==> src/rtl/blake2_digest_streamer.sv <==
// blake2_digest_streamer
//
// Output stage behind blake2_core. On a rising edge of digest_valid it captures
// the 512-bit digest, keeps only the top DIGEST_BYTES bytes, and streams them
// most-significant word first over a BUS_WIDTH-wide valid/ready bus.
//
// Ports:
//   clk, reset_n      rising-edge clock, synchronous active-low reset
//   digest_valid      level from the core; only its rising edge starts a send
//   digest[511:0]     digest, meaningful bytes in the top bits
//   dout              current output word
//   dout_valid        dout / dout_keep / dout_last are valid
//   dout_ready        sink accepts the word
//   dout_keep         byte mask, bit i qualifies dout[8i+7:8i]
//   dout_last         final word of the digest
//   busy              a digest is held and not yet fully accepted
//   overrun           sticky: a digest arrived while busy and was dropped
//
// Handshake: a word transfers on a rising edge where dout_valid & dout_ready are
// both high. Once dout_valid is high it stays high, with dout/dout_keep/dout_last
// unchanged, until that transfer happens; only reset can withdraw it.
// All outputs are decoded from registers only, so dout_ready never reaches an
// output combinationally.

module blake2_digest_streamer #(
    parameter int BUS_WIDTH    = 64,
    parameter int DIGEST_BYTES = 11
) (
    input  logic                   clk,
    input  logic                   reset_n,
    input  logic                   digest_valid,
    input  logic [511:0]           digest,
    output logic [BUS_WIDTH-1:0]   dout,
    output logic                   dout_valid,
    input  logic                   dout_ready,
    output logic [BUS_WIDTH/8-1:0] dout_keep,
    output logic                   dout_last,
    output logic                   busy,
    output logic                   overrun
);

    localparam int BPW        = BUS_WIDTH / 8;
    localparam int NUM_WORDS  = (DIGEST_BYTES * 8 + BUS_WIDTH - 1) / BUS_WIDTH;
    localparam int LAST_BYTES = DIGEST_BYTES - (NUM_WORDS - 1) * BPW;
    localparam int WCNT_W     = $clog2(NUM_WORDS + 1);

    // Keeps only the meaningful digest bytes. Masking at capture means the
    // shift register is all zero once the last word has shifted out, so the
    // idle dout is 0 with no extra gating.
    localparam logic [511:0]   CAP_MASK  = ~({512{1'b1}} >> (8 * DIGEST_BYTES));
    localparam logic [BPW-1:0] LAST_KEEP = ~({BPW{1'b1}} >> LAST_BYTES);
    localparam logic [WCNT_W-1:0] LAST_IDX = WCNT_W'(NUM_WORDS - 1);

    typedef enum logic {
        IDLE = 1'b0,
        SEND = 1'b1
    } state_t;

    state_t            state_q, state_d;
    logic [511:0]      sreg_q, sreg_d;
    logic [WCNT_W-1:0] wcnt_q, wcnt_d;
    logic              dv_q, dv_d;
    logic              overrun_q, overrun_d;

    logic cap;
    logic xfer;
    logic final_xfer;
    logic on_last;

    assign cap        = digest_valid & ~dv_q;
    assign on_last    = (wcnt_q == LAST_IDX);
    assign xfer       = (state_q == SEND) & dout_ready;
    assign final_xfer = xfer & on_last;

    always_comb begin
        state_d   = state_q;
        sreg_d    = sreg_q;
        wcnt_d    = wcnt_q;
        overrun_d = overrun_q;
        dv_d      = digest_valid;

        case (state_q)
            IDLE: begin
                if (cap) begin
                    sreg_d  = digest & CAP_MASK;
                    wcnt_d  = '0;
                    state_d = SEND;
                end
            end
            SEND: begin
                if (xfer) begin
                    sreg_d = sreg_q << BUS_WIDTH;
                    wcnt_d = wcnt_q + 1'b1;
                end
                if (final_xfer) begin
                    if (cap) begin
                        // Back-to-back: the new digest follows with no bubble.
                        sreg_d = digest & CAP_MASK;
                        wcnt_d = '0;
                    end else begin
                        wcnt_d  = '0;
                        state_d = IDLE;
                    end
                end else if (cap) begin
                    // Held data wins; the newcomer is dropped and flagged.
                    overrun_d = 1'b1;
                end
            end
            default: state_d = IDLE;
        endcase
    end

    always_ff @(posedge clk) begin
        if (!reset_n) begin
            state_q   <= IDLE;
            sreg_q    <= '0;
            wcnt_q    <= '0;
            // Starts high so a level already present at reset is not a rise.
            dv_q      <= 1'b1;
            overrun_q <= 1'b0;
        end else begin
            state_q   <= state_d;
            sreg_q    <= sreg_d;
            wcnt_q    <= wcnt_d;
            dv_q      <= dv_d;
            overrun_q <= overrun_d;
        end
    end

    assign dout       = sreg_q[511 -: BUS_WIDTH];
    assign dout_valid = (state_q == SEND);
    assign busy       = (state_q == SEND);
    assign dout_last  = (state_q == SEND) & on_last;
    assign dout_keep  = (state_q != SEND) ? '0 :
                        (on_last ? LAST_KEEP : {BPW{1'b1}});
    assign overrun    = overrun_q;

endmodule

==> config.mk <==
export PLATFORM = sky130hd
export DESIGN_NAME = blake2_digest_streamer
export DESIGN_NICKNAME = d
export VERILOG_FILES = /design/src/rtl/blake2_digest_streamer.sv
export SDC_FILE = /design/constraint.sdc
export NUM_CORES = 1
export LEC_CHECK = 0
export CAP_MARGIN = 20
export CORE_ASPECT_RATIO = 0.8
export CORE_MARGIN = 8
export CORE_UTILIZATION = 30
export CTS_CLUSTER_SIZE = 20
export DETAILED_ROUTE_END_ITERATION = 16
export GPL_ROUTABILITY_DRIVEN = 0
export SYNTH_ARGS = -nofsm -noshare
export SYNTH_HDL_FRONTEND = slang
export SYNTH_SLANG_ARGS = --single-unit
==> constraint.sdc <==
create_clock -name clk -period 2.4 [get_ports clk]
set_input_delay 0.48 -clock clk [delete_from_list [all_inputs] [get_ports clk]]
set_output_delay 0.48 -clock clk [all_outputs]
set_load 0.1 [all_outputs]
==> impl_metrics.json <==
{
  "avgSynthCellArea_um2": 9.07,
  "critPathCaptureType": "output pin",
  "startpoint": "busy",
  "p_seq_share_pct": 49.4,
  "nets": 2926,
  "cp_slowest_cell": "dfxtp_4",
  "viasPerCell": 5.38,
  "drt-pass1-iter-count": 6,
  "cp_num_buf_inv": 2,
  "synthMuxAreaShare_pct": 4.32,
  "cap_violations": 0,
  "drt_iter0_markers": 1479,
  "status": "complete, no violations",
  "syn2layout_area_growth_pct": 14.3,
  "synth-seq-cells": 517,
  "dp_hpwl_um": 32200,
  "core-area_mm2": 0.0756,
  "synthXorXnorAreaFrac_pct": 0,
  "yosys.area_share.simple_pct": 22.2,
  "r2r_slack_ps": 540,
  "synth.top_cell.area_share_pct": 45.1,
  "num_antenna_cells": 0,
  "power.density_mw_per_mm2": 670,
  "pre_cts_slack_ps": 73.7,
  "numPortBuffers": 167,
  "vias": 18600,
  "wl_per_cell_um": 16.5,
  "cp-start-kind": "flop",
  "ys_warn_count": 0,
  "grt_overflow": 0,
  "finalClockSkew_ps": 20.3,
  "drive_gt1_share_pct": 13.0,
  "worst_slack_ps": 105,
  "cts_tree": "built",
  "hp-start": "reset_n",
  "internal_power_mw": 13.1,
  "clock.fmax_mhz": 436,
  "relSlewSlack_pct": 56.8,
  "yosysSeqAreaShare_pct": 45.1,
  "synth_area_mm2": 0.0229,
  "syn_nets": 3044,
  "final.period_utilization_pct": 95.6,
  "layout_commonest_cell": "nand3_1",
  "cp_max_fo": 16,
  "clkSlewWorstSetupHoldPaths_ps": 70,
  "maxSlewViolCount": 0,
  "setup_viol": 0,
  "path_cells": "inv_6 -> a21oi_4 -> buf_12",
  "antenna_found_initial": 0,
  "initial_core_util_pct": 30.4,
  "cts_sinks": 517,
  "ys_types": 32,
  "rr_startpoint": "busy",
  "wl_um": 56900,
  "critPathTopFamily": "flip-flops",
  "grt_pass1_vias": 18000,
  "die_h_um": 263,
  "clkPwrFrac_pct": 41.8,
  "dieArea_mm2": 0.0856,
  "pwr-share-comb_pct": 8.8,
  "grt_use_total_pct": 12.6,
  "drcViolationCount": 0,
  "swShare_pct": 25.2,
  "ioPinCount": 592,
  "yosys.area_share.adder_pct": 0,
  "worstPathArrival_ps": 1820,
  "worstPathRequired_ps": 1920,
  "grt_pass1_wl_um": 95100,
  "dieWidth_um": 325,
  "clk_latency_ps": 590,
  "ir_drop_mv": 0.432,
  "grt_max_degree": 107,
  "tightest_slew_ps": 648,
  "p_sw_mw": 4.43,
  "ctsRootBufferMaster": "clkbuf_16",
  "max_stage_delay_ps": 570,
  "ant_nets": 0,
  "rsz0062_at_grt": "false",
  "total_power_mw": 17.6,
  "crit_type": "reg2out",
  "min_period_ps": 2300,
  "post-cts-setup-buffer-count": 0,
  "synth_top_family_by_area": "simple AND/OR/NAND/NOR gates",
  "numCtsBuffers": 46,
  "post_cts_resized": 0,
  "hold_class": "in2reg",
  "fp-row-count": 90,
  "htreeDepth": 2,
  "hold_violations": 0,
  "synth_top_cell_by_area": "dfxtp_1",
  "ys_top_cells_by_area": "dfxtp_1 (45%), nand3_1 (18%), a21boi_1 (9.8%)",
  "leakagePower_nw": 8.95,
  "final_cell_mix": "nand3_1 (808), dfxtp_1 (516), a21boi_1 (300)",
  "cts_hold_buffers": 0,
  "synth_compound_area_share_pct": 18.7,
  "syn_inst": 2528,
  "clk_path_buf_depth": 3
}
-- worst register-to-register path, delay by kind of cell (launching register included) --
kind	cells	cell delay, ps
and+or+nand+nor	2	540
DFF	1	570
AOI/OAI and AO/OA	1	210
buffers and inverters	1	440
-- cells in the mapped netlist (all sizes together) --
cell type	n
and3b	1
and2	2
nand4	88
a21oi	3
nor3	1
nand4bb	1
o2111ai	176
a221oi	1
or3b	1
buf	255
nand2b	2
o21a	1
clkbuf	149
a21boi	360
nand3b	1
mux2	88
o21ai	2
nand3	808
nor2b	1
dfxtp	517
nand2	3
and3	65
inv	2
-- per-layer routing --
| metal | global-route usage [%] | up-vias | share of wire [%] |
|---|---|---|---|
| met2 | 20.7 | 212 | 48 |
| li1 | - | 9137 | - |
| met1 | 17.3 | 9170 | 47 |
| met5 | 0 | - | 0 |
| met3 | 1.90 | 71 | 2.8 |
| met4 | 2.66 | 0 | 1.8 |
-- power by group through the flow --
stage	Combinational (mW)	Clock, mW	Sequential [mW]
global placement	1.55	0	8.88
floorplan	1.13	0	8.86
CTS	1.55	7.55	8.68
finish	1.54	7.34	8.68
global route	1.63	7.93	8.69
detailed placement	1.55	0	8.88
-- final timing paths --
check | cells past startpoint | end
hold / removal | 2 | sreg_q[83]
hold reg to reg | 2 | sreg_q[408]
setup reg to reg | 4 | sreg_q[67]
setup / recovery | 3 | dout_keep[0]
-- state kept, by name, indices dropped and copies added (netlist names) --
| register | flops |
|---|---|
| sreg_q | 512 |
| wcnt_q | 2 |
| busy | 1 |
| dv_q | 1 |
| overrun | 1 |
-- metrics by stage --
| stage | hold slack (ps) | cell area, um2 | utilization (%) | setup TNS, ps | std cells |
|---|---|---|---|---|---|
| 2_1_floorplan | 438 | 23000 | - | -484 | 2528 |
| 5_1_grt | 313 | 26200 | 34.7 | 0 | 3453 |
| 3_3_place_gp | 452 | 24800 | 32.8 | 0 | 3374 |
| 4_1_cts | 296 | 26200 | 34.7 | 0 | 3453 |
| 3_5_place_dp | 452 | 24800 | 32.8 | 0 | 3374 |
| 6_report | 321 | 26200 | 34.7 | 0 | 3453 |
-- final cells by class --
| cell class | count | area (um2) |
|---|---|---|
| fillers | 7748 | 49300 |
| inverters | 2 | 12.5 |
| well taps | 1012 | 1270 |
| clock inverters | 15 | 146 |
| flip-flops and latches | 517 | 10400 |
| multi-input cells | 1605 | 10400 |
| repair buffers | 238 | 2710 |
| clock buffers | 64 | 1300 |
-- cells by family after synthesis --
family / Yosys count
compound gates: 543
buf+inv: 406
flops: 517
mux: 88
simple gates: 974
Power figures use the tool's default switching activity.
==> variant 1, RTL diff (config.mk and constraints unchanged) <==
`BUS_WIDTH`: 64 -> 32.
--- a/src/rtl/blake2_digest_streamer.sv
+++ b/src/rtl/blake2_digest_streamer.sv
@@ -23,7 +23,7 @@
 // output combinationally.
 
 module blake2_digest_streamer #(
-    parameter int BUS_WIDTH    = 64,
+    parameter int BUS_WIDTH    = 32,
     parameter int DIGEST_BYTES = 11
 ) (
     input  logic                   clk,
Interface: changed (resized dout and dout_keep); port bits go from 592 to 556. No check against the original RTL was run, so the function may have changed too.
==> variant 1 against the original RTL <==
- final area is 7.7% higher
- register-to-register slack better by 50 ps
- first-iteration DRC count decreased by 3.9%
- highest routed layer unchanged
- total power is 4.3% higher
- global-route usage fell by 0.63 points
- fmax is 1.4% higher
- combinational power shrank 9%
- sequential cell count unchanged
- setup slack better by 31 ps
- wire length about the same
- sequential power about the same
- synthesized cell count is 1.3% higher
- area after synthesis increased by 7.0%
- critical path type unchanged
==> variant 1: results (changes against the original RTL) <==
outcome: "completed"
synth_fp_nets: 3076  # +1.1%
drive_gt1_frac: 0.243  # +0.113
synth_adder_area_share: 0  # unchanged
worst-path-max-fanout: 23  # +7
cts_resized: 0  # unchanged
detail_route.iter0.violations: 1422  # -3.9%
p_leak_uw: 0.00904  # +0.96%
cp_slowest_cell: "dfxtp_4"
largest_reg_flops: 512  # unchanged
hold_ws_ps: 184  # -137 ps
grt_pass1_vias: 18300  # +1.5%
numCtsBuffers: 51  # +11%
ys.flop_type: "dfxtp_1"
muxShareOfSynthArea: 0.0404  # -0.00284
antenna_found_initial: 4  # +4
regToRegSetupSlack_ps: 590  # +50 ps
ys_top_cells_by_area: "dfxtp_1, nand3_1, nand3_2"
root_buffer: "clkbuf_16"
clock_skew_ps: 14.6  # -5.70 ps
max_slew_margin: 0.533  # -0.0355
portBuffers: 131  # -22%
grt_max_degree: 145  # +36%
cts_setup_buffers: 0  # unchanged
dr.pass1.iters: 5  # -1
clockBufferDepth: 3  # unchanged
switchingPower_uw: 4410  # -0.35%
synthTopCellsByCount: "nand3_1, dfxtp_1, a21boi_1"
cts.reportedPaths.clkPinSlew_ps: 60
synth_compound_area_frac: 0.184  # -0.00302
synthArstFlopShare: 0  # unchanged
reg_top3: "sreg_q: 512 flops, wcnt_q: 2 flops"
synth_cell_types: 30  # -6.3%
dpl.hpwl_um: 32100  # -0.42%
vias: 18900  # +1.7%
ys_seq_area_frac: 0.422  # -0.0296
synth-xor-area-share: 0  # unchanged
synth-warning-count: 0  # unchanged
hold_class: "in2reg"
grt_pass1_wl_um: 96000  # +0.93%
cts_htree_levels: 2  # unchanged
slowest_delay_ps: 560
cp_data_arrival_time_ps: 1780  # -40 ps
final_nets: 2974  # +1.6%
max-vdd-ir-drop_mv: 0.502  # +16%
clock_latency_ps: 590  # about the same
nFillCells: 8398  # +8.4%
wl_per_cell_um: 15.8  # -4.3%
gr-usage-all-layers: 0.119  # -0.00627
[variant 1: cell count changes after synthesis, sizes merged, moves of 2 or more]
| cell | change |
|---|---|
| a21boi | +33 |
| nand4 | -88 |
| nor2b | +2 |
| nand3 | +153 |
| clkbuf | -40 |
| buf | +6 |
| and3 | -32 |
| nand2 | -2 |
[variant 1: metrics by stage]
stage	area [um^2]	instances	utilization	setup WS [ps]
after CTS	28200	3605	0.346	105
after global placement	26500	3509	0.325	221
after floorplan	24600	2560	-	-6.42
after global routing	28200	3609	0.346	52.4
after detailed placement	26500	3509	0.325	202
final	28200	3609	0.346	136
[variant 1: cells by family (layout without fill, tap and decap cells)]
| kind of cell | after synthesis | in the layout |
|---|---|---|
| mux | 88 | 88 |
| other cells | 0 | 4 |
| simple gates | 1009 | 1009 |
| compound gates | 574 | 574 |
| flops | 517 | 517 |
| buf+inv | 372 | 313 |
[variant 1: power groups by stage]
stage / sequential (uW) / clock [uW] / combinational (uW)
5_1_grt: 8690 / 8900 / 1480
3_5_place_dp: 8880 / 0 / 1410
6_report: 8690 / 8230 / 1400
2_1_floorplan: 8860 / 0 / 988
3_3_place_gp: 8880 / 0 / 1410
4_1_cts: 8690 / 8510 / 1410
[variant 1: area by class of cell]
type                            count  area share
Multi-Input combinational cell   1671       0.433
Sequential cell                   517       0.367
Timing Repair Buffer              215      0.0905
Clock buffer                       82      0.0551
Tap cell                         1104      0.0489
Clock inverter                     14     0.00567
Antenna cell                        4    0.000354
Inverter                            2    0.000266
[variant 1: path summary, 6_finish.rpt]
| check | endpoint | depth (start not counted) | from |
|---|---|---|---|
| min | overrun$_SDFFE_PN0P_ | 2 | reset_n |
| max reg2reg | sreg_q[60]$_SDFFE_PN0P_ | 4 | busy$_SDFF_PN0_ |
| max | dout_keep[2] | 2 | busy$_SDFF_PN0_ |
| min reg2reg | sreg_q[45]$_SDFFE_PN0P_ | 2 | sreg_q[13]$_SDFFE_PN0P_ |
[variant 1: worst max-delay path: cells and delay by family (launching register included)]
kind,cells,cell delay (ps)
buf+inv,2,620
flops,1,560
[variant 1: metal layers]
| layer | vias to the layer above | GRT usage | routed length (um) |
|---|---|---|---|
| met1 | 9327 | 0.168 | 28200 |
| li1 | 9298 | - | - |
| met5 | - | 0 | 0 |
| met3 | 93 | 0.0205 | 1790 |
| met4 | 0 | 0.0328 | 1260 |
| met2 | 193 | 0.187 | 25700 |
==> variant 2, RTL diff (same settings) <==
Without the edit above. Reset style: asynchronous (`reset_n`), changed in one clocked block. Comments in the files are not updated.
--- a/src/rtl/blake2_digest_streamer.sv
+++ b/src/rtl/blake2_digest_streamer.sv
@@ -110,7 +110,7 @@
         endcase
     end
 
-    always_ff @(posedge clk) begin
+    always_ff @(posedge clk or negedge reset_n) begin
         if (!reset_n) begin
             state_q   <= IDLE;
             sreg_q    <= '0;
Check against the original RTL: not settled (the Yosys comparison gave no result); the edit may change what the design does.
==> variant 2 against the original RTL <==
- wire length decreased by 24%
- cell count decreased by 33%
- first-iteration DRC count decreased by 34%
- final area fell by 12%
- hold slack improved by 74 ps
- sequential cell count unchanged
- synthesized cell count is 47% lower
- area after synthesis shrank 14%
- critical path depth unchanged
- die area down 14%
- setup slack improved by 19 ps
- critical endpoint is now dout_keep[4]
Power is not compared: it rests on default switching activity, and its combinational part moved more than twofold at a synthesized area within 25%.
==> variant 2: results (changes against the original RTL) <==
synthArstFlopShare: 1.00  # +1.00
grtUsageMet1: 0.173  # about the same
antenna_found_initial: 9  # +9
detail_route.iter0.violations: 978  # -34%
hold_ws_ps: 396  # +74.1 ps
routed_via_density: 4.94  # -8.3%
worst_slew_pin_slew_ps: 706  # +58.1 ps
wl_per_cell_um: 18.7  # +13%
synth_cell_types: 29  # -9.4%
grt_pass1_vias: 11200  # -38%
grt_max_degree: 89  # -17%
numCtsBuffers: 51  # +11%
grtUsageMet2: 0.145  # -0.0621
cp_data_arrival_time_ps: 1800  # -20 ps
gr-usage-all-layers: 0.113  # -0.0123
dr.pass1.iters: 5  # -1
cts_resized: 0  # unchanged
drive_gt1_frac: 0.208  # +0.0782
hold_class: "in2async"
dpl.hpwl_um: 27100  # -16%
clock_latency_ps: 610  # +20 ps
synthTopCellsByCount: "dfrtp_1, a22o_1, or3_1"
grt_use_met3: 0.0367  # +0.0177
clock_skew_ps: 52.4  # +32.0 ps
worst-path-max-fanout: 13  # -3
outcome: "completed"
ys_seq_area_frac: 0.658  # +0.207
grt_pass1_wl_um: 67400  # -29%
regToRegSetupSlack_ps: 560  # +20 ps
[variant 2: cell count changes after synthesis, moves of 64 or more]
cell and change:
nand3_1 -808, and2_1 +65, or3_1 +88, nand4_1 -88, dfrtp_1 +516, o221a_2 +86
buf_2 -115, o2111ai_1 -176, dfxtp_1 -517, a21boi_1 -300, a22o_1 +360, clkbuf_1 -105
mux2_2 -88, and3_1 -64
[variant 2: power groups by stage]
| stage | clock (uW) | combinational, uW | sequential (uW) |
|---|---|---|---|
| CTS | 8190 | 9730 | 9960 |
| finish | 7910 | 9640 | 9970 |
| detailed placement | 0 | 9690 | 10100 |
| global route | 8560 | 10000 | 10100 |
| floorplan | 0 | 8350 | 9940 |
| global placement | 0 | 9640 | 10100 |
[variant 2: kinds of logic (layout without fill, tap and decap cells)]
kind of cell | Yosys count | after routing | share of synthesized area
buffers and inverters | 199 | 310 | 0.0759
AND/OR/NAND/NOR | 166 | 166 | 0.0534
flip-flops | 517 | 517 | 0.658
AO/OA/AOI/OAI | 453 | 453 | 0.212
XOR/XNOR | 1 | 1 | 0.000445
[variant 2: timing repair]
action,CTS,global route
buffers inserted,0,0
setup endpoints to repair,0,0
hold buffers,1,0
endpoints found under the hold margin,39,0
[variant 2: layer usage]
layer  up-vias  share of wire  routed length [um]
met4        14          0.032                1360
met3        79          0.082                3520
met5         -         0.0018                  79
li1       5158              -                   -
met2       286           0.39               16900
met1      5858           0.49               21200
[variant 2: path summary, 6_finish.rpt]
path	endpoint	from	cells past startpoint
min reg2reg	sreg_q[108]$_DFFE_PN0P_	sreg_q[44]$_DFFE_PN0P_	1
min in group clk	sreg_q[108]$_DFFE_PN0P_	sreg_q[44]$_DFFE_PN0P_	1
max in group asynchronous	sreg_q[162]$_DFFE_PN0P_	reset_n	3
max	dout_keep[4]	busy$_DFF_PN0_	3
min	sreg_q[332]$_DFFE_PN0P_	reset_n	2
max reg2reg	sreg_q[396]$_DFFE_PN0P_	dv_q$_DFF_PN1_	4
[variant 2: cell type report]
| class | count | area (um^2) |
|---|---|---|
| Multi-Input combinational cell | 620 | 5260 |
| Clock buffer | 76 | 1510 |
| Timing Repair Buffer | 214 | 2200 |
| Clock inverter | 18 | 175 |
| Inverter | 2 | 7.51 |
| Sequential cell | 517 | 12900 |
| Tap cell | 860 | 1080 |
| Fill cell | 6131 | 42100 |
[variant 2: per-stage QoR]
stage	utilization	instances	setup WS (ps)	instance area (um^2)
after global routing	0.355	2307	16.6	23200
after detailed placement	0.329	2212	41.1	21500
final	0.355	2307	123	23200
after floorplan	-	1336	96.9	19700
after global placement	0.329	2212	64.5	21500
after CTS	0.355	2307	65.5	23200
[variant 2: critical path, cell delays in order, from the launching register on]
cell     delay (ps)
dfrtp_4         530
inv_1           110
a21oi_4         330
buf_12          230
